<file path="src/rtl/cap_jump_sequencer.sv">
// Control-flow sequencer between issue and the branch unit. Capability jumps are
// checked by the CLU first; one instruction in flight, one writeback each.
module cap_jump_sequencer #(
  parameter int unsigned TRANS_ID_BITS = 3,
  parameter int unsigned CLU_TIMEOUT   = 16,
  parameter bit          CHERI_EN      = 1'b1
) (
  input  logic                     clk_i,
  input  logic                     rst_i,
  input  logic                     flush_i,
  input  logic                     req_valid_i,
  output logic                     req_ready_o,
  input  logic [1:0]               req_op_i,
  input  logic [TRANS_ID_BITS-1:0] req_trans_id_i,
  output logic                     clu_req_o,
  input  logic                     clu_done_i,
  input  logic                     clu_exc_i,
  output logic                     bu_valid_o,
  input  logic                     bu_exc_i,
  output logic                     wb_valid_o,
  output logic [TRANS_ID_BITS-1:0] wb_trans_id_o,
  output logic                     wb_exc_o,
  output logic [1:0]               wb_exc_src_o,
  output logic                     busy_o
);

  localparam logic [1:0] StIdle   = 2'd0;
  localparam logic [1:0] StClu    = 2'd1;
  localparam logic [1:0] StBranch = 2'd2;
  localparam logic [1:0] StWb     = 2'd3;

  localparam logic [1:0] SrcNone    = 2'd0;
  localparam logic [1:0] SrcBu      = 2'd1;
  localparam logic [1:0] SrcClu     = 2'd2;
  localparam logic [1:0] SrcTimeout = 2'd3;

  // Watchdog fires in the CLU cycle whose count of elapsed CLU cycles reaches the limit.
  localparam logic [7:0] TimeoutLast = 8'(CLU_TIMEOUT - 1);

  logic [1:0]               state_q, state_d;
  logic [TRANS_ID_BITS-1:0] id_q, id_d;
  logic [7:0]               cnt_q, cnt_d;
  logic [1:0]               src_d;
  logic                     handshake;
  logic                     is_cap;

  logic                     clu_req_q;
  logic                     busy_q;
  logic                     wb_valid_q;
  logic                     wb_exc_q;
  logic [1:0]               wb_exc_src_q;
  logic [TRANS_ID_BITS-1:0] wb_trans_id_q;

  assign req_ready_o = (state_q == StIdle) && !flush_i;
  assign bu_valid_o  = (state_q == StBranch) && !flush_i;
  assign handshake   = req_valid_i && req_ready_o;
  assign is_cap      = CHERI_EN && ((req_op_i == 2'd1) || (req_op_i == 2'd2));

  always_comb begin
    state_d = state_q;
    id_d    = id_q;
    cnt_d   = '0;
    src_d   = SrcNone;
    case (state_q)
      StIdle: begin
        if (handshake) begin
          id_d    = req_trans_id_i;
          state_d = is_cap ? StClu : StBranch;
        end
      end
      StClu: begin
        cnt_d = cnt_q + 8'd1;
        // A completion in the same cycle as the watchdog expiry takes precedence.
        if (clu_done_i) begin
          if (clu_exc_i) begin
            state_d = StWb;
            src_d   = SrcClu;
          end else begin
            state_d = StBranch;
          end
        end else if (cnt_q == TimeoutLast) begin
          state_d = StWb;
          src_d   = SrcTimeout;
        end
      end
      StBranch: begin
        state_d = StWb;
        src_d   = bu_exc_i ? SrcBu : SrcNone;
      end
      StWb: begin
        state_d = StIdle;
      end
      default: begin
        state_d = StIdle;
      end
    endcase
    if (flush_i) begin
      state_d = StIdle;
      cnt_d   = '0;
    end
  end

  always_ff @(posedge clk_i) begin
    if (rst_i) begin
      state_q       <= StIdle;
      id_q          <= '0;
      cnt_q         <= '0;
      clu_req_q     <= 1'b0;
      busy_q        <= 1'b0;
      wb_valid_q    <= 1'b0;
      wb_exc_q      <= 1'b0;
      wb_exc_src_q  <= SrcNone;
      wb_trans_id_q <= '0;
    end else begin
      state_q    <= state_d;
      id_q       <= id_d;
      cnt_q      <= cnt_d;
      clu_req_q  <= (state_d == StClu);
      busy_q     <= (state_d != StIdle);
      wb_valid_q <= (state_d == StWb);
      if (state_d == StWb) begin
        wb_exc_q      <= (src_d != SrcNone);
        wb_exc_src_q  <= src_d;
        wb_trans_id_q <= id_q;
      end else begin
        wb_exc_q     <= 1'b0;
        wb_exc_src_q <= SrcNone;
      end
    end
  end

  assign clu_req_o     = clu_req_q;
  assign busy_o        = busy_q;
  assign wb_valid_o    = wb_valid_q;
  assign wb_exc_o      = wb_exc_q;
  assign wb_exc_src_o  = wb_exc_src_q;
  assign wb_trans_id_o = wb_trans_id_q;

endmodule

</file>
<file path="config.mk">
export PLATFORM = sky130hd
export DESIGN_NAME = cap_jump_sequencer
export DESIGN_NICKNAME = d
export VERILOG_FILES = /design/src/rtl/cap_jump_sequencer.sv
export SDC_FILE = /design/constraint.sdc
export NUM_CORES = 1
export LEC_CHECK = 0
export CAP_MARGIN = 0
export CORE_MARGIN = 2
export CORE_UTILIZATION = 50
export CTS_BUF_LIST = sky130_fd_sc_hd__clkbuf_8
export DETAILED_ROUTE_END_ITERATION = 10
export GPL_ROUTABILITY_DRIVEN = 0
export HOLD_SLACK_MARGIN = 0.03
export PLACE_DENSITY = 0.8
export SLEW_MARGIN = 20
export SYNTH_ARGS = -nofsm -noshare
export SYNTH_HDL_FRONTEND = slang
export SYNTH_SLANG_ARGS = --single-unit
</file>
<file path="constraint.sdc">
create_clock -name clk_i -period 3.6 [get_ports clk_i]
set_clock_uncertainty 0.15 [all_clocks]
set_input_delay 0.54 -clock clk_i [delete_from_list [all_inputs] [get_ports clk_i]]
set_output_delay 0.54 -clock clk_i [all_outputs]
set_load 0.02 [all_outputs]
</file>
# ---- Word level (Yosys, flattened, before mapping)
# Index checks and enable logic that the tools add are counted.
dict set report word_totals {
  reg_bits 22
  inputBits 12
  out_inout_bits 11
}
dict set report op_classes {
  addsub 1
  n_eq_ne 8
  n_mux 12
  n_bitwise 2
  reduce_logical 11
}
# op n
set op_table {}
lappend op_table {{$mux 2} 8}
lappend op_table {{$add 8x1->8 const B} 1}
lappend op_table {{$eq 2x2->1 const B} 4}
lappend op_table {{$eq 8x4->1 const B} 1}
lappend op_table {{$pmux 2 s4} 1}
lappend op_table {{$eq 2x1->1 const B} 3}
lappend op_table {{$pmux 2 s2} 1}
lappend op_table {{$reduce_bool 2->1} 2}
lappend op_table {{$logic_and 1x1->1} 3}
lappend op_table {{$reduce_or 3->1} 1}
lappend op_table {{$logic_not 2->1} 1}
lappend op_table {{$mux 1} 2}
lappend op_table {{$not 1->1} 2}
lappend op_table {{$reduce_and 2->1} 1}
lappend op_table {{$reduce_or 2->1} 1}
lappend op_table {{$logic_not 1->1} 1}
lappend op_table {{$logic_or 1x1->1} 1}

# ---- Depth between registers and ports, before layout
# Gate-level depths: netlist of run 1.
dict set report depth {
  ltp_word 9
  mapped_depth 8
  depth_no_buf 7
}

# ---- Worst setup path after synthesis of run 1
# OpenSTA, ideal clock, no wires.
dict set report synth_timing {
  kind {reg2reg}
  startpoint {register state_q[0]}
  endpoint {register wb_trans_id_q[0] (netlist: wb_trans_id_o[0])}
  setup_ns 0.072
  arrival_time_ns 1.689
  required_time_ns 3.378
  setup_slack_ns 1.690
  stages_incl_launch_ff 9
  synth_period_minus_slack_ns 1.910
  cell_sequence {dfxtp_1 inv_1 ha_1 nand3b_4 or2_0 a311oi_2 and3_1 buf_6 mux2i_1}
}
dict set report synth_between {
  elab_chain_len 7
  word_cells_on_any_way 12
  cone_classes {4 x eq/ne; 5 x mux; 3 x reduce/logical}
}
# item line_no
set synth_rtl {}
lappend synth_rtl {{start, declared} 40} ;# logic [1:0] state_q, state_d;
lappend synth_rtl {{start signal, assigned} 105} ;# state_q <= StIdle;
lappend synth_rtl {{start signal, assigned} 115} ;# state_q <= state_d;
lappend synth_rtl {{$logic_not 2->1} {54, 64}}
lappend synth_rtl {{$logic_and 1x1->1} 54} ;# assign req_ready_o = (state_q == StIdle) && !flush_i;
lappend synth_rtl {{$logic_and 1x1->1} 56} ;# assign handshake = req_valid_i && req_ready_o;
lappend synth_rtl {{$mux 2} 66} ;# if (handshake) begin
lappend synth_rtl {{$pmux 2 s4 (*)} 64} ;# case (state_q)
lappend synth_rtl {{$mux 2 (*)} 97} ;# if (flush_i) begin
lappend synth_rtl {{$eq 2x2->1 (*)} 121} ;# if (state_d == StWb) begin
lappend synth_rtl {{end signal, assigned} 124} ;# wb_trans_id_q <= id_q;
lappend synth_rtl {{end, declared} 52} ;# logic [TRANS_ID_BITS-1:0] wb_trans_id_q;
# Every way passes the cells marked *; elsewhere a longest branch is shown, timed or not.
# A chain may end at the register's enable or synchronous reset.

# ---- Worst setup path in the final report of run 1
dict set report layout_timing {
  startpoint {input flush_i}
  endpoint {output bu_valid_o}
}
dict set report layout_between {
  elab_chain_len 2
}
# item line_no
set layout_rtl {}
lappend layout_rtl {{start, declared} 10} ;# input logic flush_i,
lappend layout_rtl {{$logic_not 1->1} 55} ;# assign bu_valid_o = (state_q == StBranch) && !flush_i;
lappend layout_rtl {{$logic_and 1x1->1} 55}
lappend layout_rtl {{end, declared} 18} ;# output logic bu_valid_o,
# Every way passes these cells.

==> impl_metrics.py, run 1 <==
metrics = {
    "synthesis": {
        "synth_top_cell_area_share": 0.437,
        "synth_cells": 108,
        "seq_area_frac_synth": 0.437,
        "yosys_warnings": 0,
        "netlist_area_um2": 1010,
        "yosysUniqueCellTypes": 27,
        "synth-seq-cells": 22,
        "synth_top_area_cell": "dfxtp_1",
        "synth_fp_nets": 125,
        "synth.area.top_cells": "dfxtp_1 44%, nor2_1 6.3%, ha_1 6.2%",
        "syn_avg_cell_area_um2": 9.33,
    },
    "cts": {
        "cts_max_path_buffers": 2,
        "ctsRootBufferMaster": "clkbuf_8",
        "cts-hold-fix-buffers": 0,
        "cts_num_sinks": 22,
        "cts_resized": 0,
        "clk_latency_ns": 0.26,
        "tritoncts": "built",
        "clk_pin_slew_ns": 0.08,
        "cts_buffers": 3,
        "cts_setup_buffers": 0,
        "cts-htree-levels": 1,
    },
    "layout": {
        "antennaDiodeCount": 0,
        "fin_area_um2": 1320,
        "post-route-util": 0.686,
        "nNetsFinal": 150,
        "syn2layout_area_growth_pct": 30.8,
        "post_layout_nonfiller_instances": 159,
        "layout-drive-gt1-share": 0.0530,
    },
    "global_route": {
        "grt_pass1_vias": 778,
        "grt_max_degree": 14,
        "grt_pass1_wl_mm": 3.37,
        "grt_antenna_before_repair": 0,
        "gr-usage-all-layers": 0.179,
        "grt_overflow": 0,
    },
    "setup_path": {
        "worst_path_max_delay_cell": "clkdlybuf4s50_1",
        "cp-start-kind": "input pin",
        "path_class": "input pin to output pin",
        "crit_fanout": 8,
        "arrival_ns": 1.86,
        "worstReg2RegEnd": "wb_trans_id_o[2]$_SDFFE_PP0N_",
        "cp_slowest_stage_delay_ns": 0.62,
        "cp-startpoint": "flush_i",
        "cp.required_ns": 2.91,
        "crit_path_end_kind": "output pin",
        "rr_startpoint": "state_q[0]$_SDFF_PP0_",
        "cp_common_cell": "clkdlybuf4s50_1",
        "r2r_slack_ns": 1.47,
        "endpoint": "bu_valid_o",
        "worstRegToRegCells": 7,
        "cp_cell_sequence": "clkdlybuf4s50_1 -> nor2b_1 -> clkdlybuf4s50_1",
    },
    "placed_design": {
        "dpl_cell_area_um2": 1250,
        "hpwl_mm": 1.40,
        "place_ws_ns": 1.01,
        "portBuffers": 22,
        "post-place-cells": 155,
    },
    "floorplan": {
        "io_pins": 23,
        "die_area_um2": 2390,
        "die_y_um": 48.9,
        "rows": 16,
        "start_util": 0.524,
        "die_w_um": 48.9,
        "coreArea_um2": 1920,
    },
    "timing": {
        "rsz0062_at_grt": "no",
        "clock.fmax_mhz": 391,
        "whs_ns": 0.302,
        "worst_pin_slew_ns": 0.358,
        "min_period_ns": 2.55,
        "setup_viol": 0,
        "min_period_over_period": 0.710,
        "hold_viol": 0,
        "slew_violations": 0,
        "relSlewSlack": 0.761,
        "tns_ns": 0,
        "setup_ws_ns": 1.05,
    },
    "min_path": {
        "min_path_type": "register to register",
    },
    "outcome": {
        "outcome": "finished clean",
    },
    "power_and_ir_drop": {
        "power_mw": 0.567,
        "ir_worst_vdd_v": 0.000279,
        "power_density_nw_per_um2": 431,
        "leakagePower_nw": 0.507,
    },
    "detailed_routing": {
        "viasPerCell": 5.02,
        "vias": 798,
        "drt_first_pass_iters": 4,
        "post_drt_wl_per_cell_um": 11.6,
        "route.detailed.drc": 0,
        "drt_iter0_markers": 11,
        "ant_nets": 0,
        "wl_mm": 1.85,
    },
    "job": {
        "drv_cap": 0,
    },
}
## placed cells by master, fill, tap and decap left out, types with 2 or more instances in the layout
| cell type | instances |
|---|---|
| clkdlybuf4s50_1 | 22 |
| mux2i_1 | 6 |
| nand2_1 | 8 |
| and3_1 | 3 |
| xor2_1 | 3 |
| nand2b_1 | 8 |
| nor2b_1 | 5 |
| nor2_1 | 17 |
| nor3_1 | 2 |
| inv_1 | 4 |
| dfxtp_1 | 22 |
| clkbuf_8 | 3 |
| xnor2_1 | 4 |
| o21ai_0 | 5 |
| ha_1 | 5 |
| nand3_1 | 3 |
## cell families (layout without fill, tap and decap cells)
family                   after synthesis  count (layout)  synth area share
buffers and inverters                  6              30            0.0298
adder cells (fa/ha/maj)                5               5            0.0621
flip-flops                            22              22             0.437
XOR/XNOR                               7               7            0.0609
multiplexers                           6               6            0.0596
AO/OA/AOI/OAI                         11              11            0.0807
AND/OR/NAND/NOR                       51              51             0.270
## where the power goes
group	total (mW)	internal [mW]	switching, mW
Combinational	0.0811	0.0414	0.0398
Sequential	0.255	0.250	0.00443
Clock	0.232	0.149	0.0830
## worst max-delay path, delay by kind of cell
family | cells | cell delay (ns)
buffers and inverters | 2 | 1.16
AND/OR/NAND/NOR | 1 | 0.17
## cell type report
class,instances,area [um^2]
inverters,4,15.0
well taps,27,33.8
clock buffers,3,41.3
flip-flops and latches,22,440
fillers,165,604
clock inverters,1,30.0
repair buffers,22,220
multi-input cells,80,537
## how the worst min path moves through the flow
stage / from / end / slack, ns / cells past startpoint
floorplan: cnt_q[0]$_SDFF_PP0_ / cnt_q[0]$_SDFF_PP0_ / 0.27 / 1
global placement: cnt_q[0]$_SDFF_PP0_ / cnt_q[0]$_SDFF_PP0_ / 0.28 / 1
detailed placement: cnt_q[0]$_SDFF_PP0_ / cnt_q[0]$_SDFF_PP0_ / 0.29 / 1
CTS: cnt_q[0]$_SDFF_PP0_ / cnt_q[0]$_SDFF_PP0_ / 0.30 / 1
global route: cnt_q[0]$_SDFF_PP0_ / cnt_q[0]$_SDFF_PP0_ / 0.34 / 1
finish: cnt_q[0]$_SDFF_PP0_ / cnt_q[0]$_SDFF_PP0_ / 0.30 / 1
## routing by layer
metal	up-vias	global-route usage	wire length, um
met5	-	0	0
met4	0	0.0571	19
met3	2	0.0307	55
met2	16	0.322	945
met1	373	0.217	826
li1	407	-	-
## flip-flops by register name, summed over array words and instances (netlist names)
signal	flops
wb_trans_id_o	3
wb_exc_src_o	2
busy_o	1
wb_valid_o	1
clu_req_o	1
id_q	3
state_q	2
cnt_q	8
wb_exc_o	1
## cell usage after synthesis
cell type and count:
dfxtp_1 22, nor2_1 17, nand2_1 8, nand2b_1 8
mux2i_1 6, ha_1 5, nor2b_1 5, o21ai_0 5
inv_1 4, xnor2_1 4, and3_1 3, nand3_1 3
xor2_1 3, nor3_1 2, a2111o_1 1, a21o_1 1
a21oi_1 1, a2bb2oi_1 1, a311oi_2 1, and3_4 1
buf_6 1, clkbuf_1 1, nand3b_4 1, nand4b_1 1
nor4_1 1, o2bb2ai_1 1, or2_0 1
(Power assumes the default switching activity.)
==> inputs of run 2 (changes only) <==
clock period = 2.6 ns   (was 3.6 ns; I/O delays follow)
==> run 2 against run 1 <==
Effect of this change: first-iteration DRC count is 18% lower; utilization is 0.39 points higher; wire length is 9.7% higher; global-route usage is 0.33 points higher; clock-buffer cell count stayed put; worst hold slack better by 0.024 ns; via count is 1.1% lower; clock power is 37% higher; power is 39% higher; sequential power is 38% higher; sequential cell count stayed put; critical path type is now register to output pin; highest routed layer is now met3.
==> impl_metrics.py, run 2 (synthesis results as in run 1) <==
metrics = {
    "outcome": {
        "outcome": "finished clean",
    },
    "setup_path": {
        "cp_slowest_stage_delay_ns": 0.61,
        "path_class": "register to output pin",
        "cp-startpoint": "state_q[0]$_SDFF_PP0_",
        "worst_path_max_delay_cell": "clkdlybuf4s50_1",
        "rr_startpoint": "state_q[0]$_SDFF_PP0_",
        "crit_fanout": 5,
        "cp.required_ns": 2.06,
        "cp-start-kind": "register",
        "cp_cell_sequence": "inv_1 -> ha_1 -> nor2b_1 -> clkdlybuf4s50_1",
        "cp_top_family": "buffers and inverters",
        "crit_path_end_kind": "output pin",
        "arrival_ns": 1.80,
        "r2r_slack_ns": 0.48,
        "crit_buf_inv": 2,
    },
    "floorplan": {
        "start_util": 0.524,
        "coreArea_um2": 1920,
        "io_pins": 23,
        "die_w_um": 48.9,
        "rows": 16,
        "die_y_um": 48.9,
        "die_area_um2": 2390,
    },
    "timing": {
        "min_period_over_period": 0.898,
        "hold_viol": 0,
        "min_period_ns": 2.34,
        "whs_ns": 0.326,
        "clock.fmax_mhz": 428,
        "slew_violations": 0,
        "rsz0062_at_grt": "no",
        "tns_ns": 0,
        "setup_ws_ns": 0.264,
        "setup_viol": 0,
        "worst_pin_slew_ns": 0.368,
        "relSlewSlack": 0.754,
    },
    "layout": {
        "fin_area_um2": 1330,
        "largest_reg_flops": 8,
        "nNetsFinal": 151,
        "regMostFlops": "cnt_q",
        "fillCellCount": 164,
        "post_layout_nonfiller_instances": 160,
        "antennaDiodeCount": 0,
        "multiInputGateArea_um2": 537,
        "syn2layout_area_growth_pct": 31.6,
        "regArea_um2": 440,
        "layout-drive-gt1-share": 0.0602,
        "final_cell_mix": "22 x dfxtp_1, 22 x clkdlybuf4s50_1, 17 x nor2_1",
    },
    "detailed_routing": {
        "route.detailed.drc": 0,
        "viasPerCell": 4.93,
        "drt_iter0_markers": 9,
        "wl_mm": 2.03,
        "vias": 789,
        "post_drt_wl_per_cell_um": 12.7,
        "drt_first_pass_iters": 4,
        "ant_nets": 0,
    },
    "global_route": {
        "grt_pass1_vias": 802,
        "grt_antenna_before_repair": 0,
        "grt_max_degree": 14,
        "grt_pass1_wl_mm": 3.46,
        "gr-usage-all-layers": 0.183,
        "grt_overflow": 0,
    },
    "placed_design": {
        "post-place-cells": 156,
        "place_ws_ns": 0.282,
        "hpwl_mm": 1.48,
        "portBuffers": 22,
        "dpl_cell_area_um2": 1250,
    },
    "power_and_ir_drop": {
        "ir_worst_vdd_v": 0.000377,
        "power_density_nw_per_um2": 593,
        "leakagePower_nw": 0.512,
    },
    "cts": {
        "clk_latency_ns": 0.26,
        "cts_setup_buffers": 0,
        "cts_num_sinks": 22,
        "cts_buffers": 3,
        "clk_pin_slew_ns": 0.08,
        "tritoncts": "built",
        "cts_max_path_buffers": 2,
        "ctsRootBufferMaster": "clkbuf_8",
        "cts-htree-levels": 1,
        "cts_resized": 0,
        "cts-hold-fix-buffers": 0,
    },
    "min_path": {
        "min_from": "wb_trans_id_o[0]$_SDFFE_PP0N_",
        "min_path_type": "register to register",
    },
    "job": {
        "drv_cap": 0,
    },
}
==> run 2: path summary, 6_finish.rpt <==
kind,cells past startpoint,end
max reg2reg,7,wb_trans_id_o[2]$_SDFFE_PP0N_
min,2,wb_trans_id_o[0]$_SDFFE_PP0N_
min reg2reg,2,wb_trans_id_o[0]$_SDFFE_PP0N_
max,4,req_ready_o
==> run 2: layer usage <==
| metal | up-vias | global-route usage | wire length, um |
|---|---|---|---|
| li1 | 412 | - | - |
| met1 | 361 | 0.199 | 850 |
| met2 | 16 | 0.370 | 1120 |
| met3 | 0 | 0.0276 | 56 |
| met4 | 0 | 0.0286 | 0 |
| met5 | - | 0 | 0 |
==> run 2: worst register-to-register path, delay by kind of cell (launching register included) <==
kind,cells,cell delay [ns]
multiplexers,1,0.19
adder cells (fa/ha/maj),1,0.26
flip-flops,1,0.36
buffers and inverters,1,0.15
AND/OR/NAND/NOR,3,0.65
AO/OA/AOI/OAI,1,0.30
==> run 2: per-stage QoR <==
stage	util	power, mW
final	0.689	0.786
after global routing	0.689	0.824
after CTS	0.689	0.792
after detailed placement	0.652	0.474
after global placement	0.652	0.471
after floorplan	-	0.429
==> run 2: power breakdown <==
group | internal, mW | switching, mW | total, mW
logic | 0.0583 | 0.0577 | 0.116
clock network | 0.206 | 0.112 | 0.318
registers | 0.346 | 0.00626 | 0.353
total | 0.610 | 0.176 | 0.786
==> run 2: final cells by class <==
| type | instances | area share |
|---|---|---|
| tap | 27 | 0.0255 |
| clock inverter | 1 | 0.0227 |
| sequential | 22 | 0.332 |
| clock buffer | 3 | 0.0312 |
| inverter | 4 | 0.0113 |
| timing repair buffer | 23 | 0.172 |
| multi-input combinational | 80 | 0.405 |
==> inputs of run 3 (changes only) <==
SKIP_LAST_GASP = 1   (was unset)
clock period = 2.7 ns   (was 2.6 ns; I/O delays follow)
==> run 3 against run 2 <==
Effect of this change: via count up 0.63%; sequential power down 4%; cell count is 0.63% lower; non-clock buffer count fell by 1; clock-buffer cell count did not move; sequential share of layout area up 0.19 points; combinational power fell by 5%; die area unchanged; register-to-register slack better by 0.04 ns; global-route usage down 1.0 points; clock power down 5%; critical path type unchanged.
==> impl_metrics.py, run 3 (synthesis results as in run 1) <==
metrics = {
    "power_and_ir_drop": {
        "comb_power_share": 0.146,
        "p_int_mw": 0.587,
        "power_density_nw_per_um2": 571,
        "leakagePower_nw": 0.507,
        "ir_worst_vdd_v": 0.000394,
        "p_sw_frac": 0.220,
        "clock_power_share": 0.403,
        "p_seq_frac": 0.451,
        "p_switching_mw": 0.165,
    },
    "outcome": {
        "outcome": "finished clean",
    },
    "timing": {
        "rsz0062_at_grt": "no",
        "hold_viol": 0,
        "min_period_ns": 2.33,
        "worst_pin_slew_ns": 0.355,
        "clock.fmax_mhz": 430,
        "setup_ws_ns": 0.374,
        "min_period_over_period": 0.861,
        "whs_ns": 0.300,
        "setup_viol": 0,
        "slew_violations": 0,
        "tns_ns": 0,
        "relSlewSlack": 0.761,
    },
    "floorplan": {
        "io_pins": 23,
        "die_w_um": 48.9,
        "start_util": 0.524,
        "rows": 16,
        "die_y_um": 48.9,
        "die_area_um2": 2390,
        "coreArea_um2": 1920,
    },
    "global_route": {
        "gr-usage-all-layers": 0.173,
        "grt_max_degree": 14,
        "grt_pass1_wl_mm": 3.23,
        "grt_overflow": 0,
        "grt_antenna_before_repair": 0,
        "grt_pass1_vias": 784,
    },
    "min_path": {
        "min_from": "cnt_q[0]$_SDFF_PP0_",
        "worstHoldPathCells": 1,
        "min_path_type": "register to register",
        "worstHoldEndpoint": "cnt_q[0]$_SDFF_PP0_",
    },
    "cts": {
        "cts_setup_buffers": 0,
        "cts-hold-fix-buffers": 0,
        "cts_num_sinks": 22,
        "cts_buffers": 3,
        "cts-htree-levels": 1,
        "cts_resized": 0,
        "ctsRootBufferMaster": "clkbuf_8",
        "clk_latency_ns": 0.26,
        "tritoncts": "built",
        "clk_pin_slew_ns": 0.08,
        "cts_max_path_buffers": 2,
    },
    "placed_design": {
        "place_ws_ns": 0.201,
        "post-place-cells": 155,
        "hpwl_mm": 1.39,
        "portBuffers": 22,
    },
    "layout": {
        "post_layout_nonfiller_instances": 159,
        "regArea_um2": 440,
        "syn2layout_area_growth_pct": 30.8,
        "final_cell_mix": "22 x dfxtp_1, 22 x clkdlybuf4s50_1, 17 x nor2_1",
        "antennaDiodeCount": 0,
        "post-route-util": 0.686,
        "multiInputGateArea_um2": 537,
        "layout-drive-gt1-share": 0.0530,
        "fillCellCount": 170,
        "nNetsFinal": 150,
        "regMostFlops": "cnt_q",
        "largest_reg_flops": 8,
    },
    "detailed_routing": {
        "post_drt_wl_per_cell_um": 11.6,
        "drt_first_pass_iters": 5,
        "ant_nets": 0,
        "drt_iter0_markers": 11,
        "route.detailed.drc": 0,
        "viasPerCell": 4.99,
        "wl_mm": 1.85,
        "vias": 794,
    },
    "setup_path": {
        "cp-start-kind": "register",
        "arrival_ns": 1.77,
        "path_class": "register to output pin",
        "worstRegToRegCells": 7,
        "crit_path_end_kind": "output pin",
        "rr_startpoint": "state_q[0]$_SDFF_PP0_",
        "worstReg2RegEnd": "wb_trans_id_o[1]$_SDFFE_PP0N_",
        "r2r_slack_ns": 0.52,
        "cp.required_ns": 2.14,
        "crit_fanout": 5,
    },
    "job": {
        "drv_cap": 0,
    },
}
-- run 3: cell count changes in the layout (fill, tap and decap cells not counted) --
| cell | previous run | this run |
|---|---|---|
| buf_4 | 1 | 0 |
-- run 3: per-stage QoR --
stage	cell area [um^2]	power, mW
after floorplan	1010	0.413
after global placement	1250	0.453
after detailed placement	1250	0.455
after CTS	1320	0.763
after global routing	1320	0.788
final	1320	0.752
-- run 3: power groups by stage --
stage                     clock [mW]  sequential [mW]  combinational, mW
after floorplan                    0            0.351             0.0621
after global placement             0            0.347              0.106
after detailed placement           0            0.347              0.108
after CTS                      0.314            0.340              0.110
after global routing           0.329            0.341              0.119
final                          0.303            0.339              0.110
-- run 3: how the worst max path moves through the flow --
stage / start / endpoint / slack (ns) / cells after the start
detailed placement: flush_i / wb_trans_id_o[0]$_SDFFE_PP0N_ / 0.20 / 6
finish: state_q[0]$_SDFF_PP0_ / req_ready_o / 0.37 / 4
global route: state_q[0]$_SDFF_PP0_ / bu_valid_o / 0.29 / 4
CTS: state_q[0]$_SDFF_PP0_ / req_ready_o / 0.37 / 4
global placement: flush_i / wb_trans_id_o[0]$_SDFFE_PP0N_ / 0.30 / 6
floorplan: state_q[0]$_SDFF_PP0_ / wb_trans_id_o[0]$_SDFFE_PP0N_ / 0.79 / 8
-- run 3: layout make-up --
class,count,area share
inverters,4,0.0114
well taps,27,0.0256
flip-flops and latches,22,0.334
repair buffers,22,0.167
multi-input cells,80,0.407
clock buffers,3,0.0313
clock inverters,1,0.0228
-- run 3: critical path, cell delays in order (launching register included) --
cell and delay [ns]:
dfxtp_1 0.37, inv_1 0.12, ha_1 0.25, nor2b_1 0.16, clkdlybuf4s50_1 0.61
-- run 3: layer usage --
metal	wire length, um	vias to the layer above	track usage
met5	0	-	0
met1	815	369	0.198
met2	957	16	0.320
li1	-	409	-
met4	0	0	0.0286
met3	74	0	0.0491
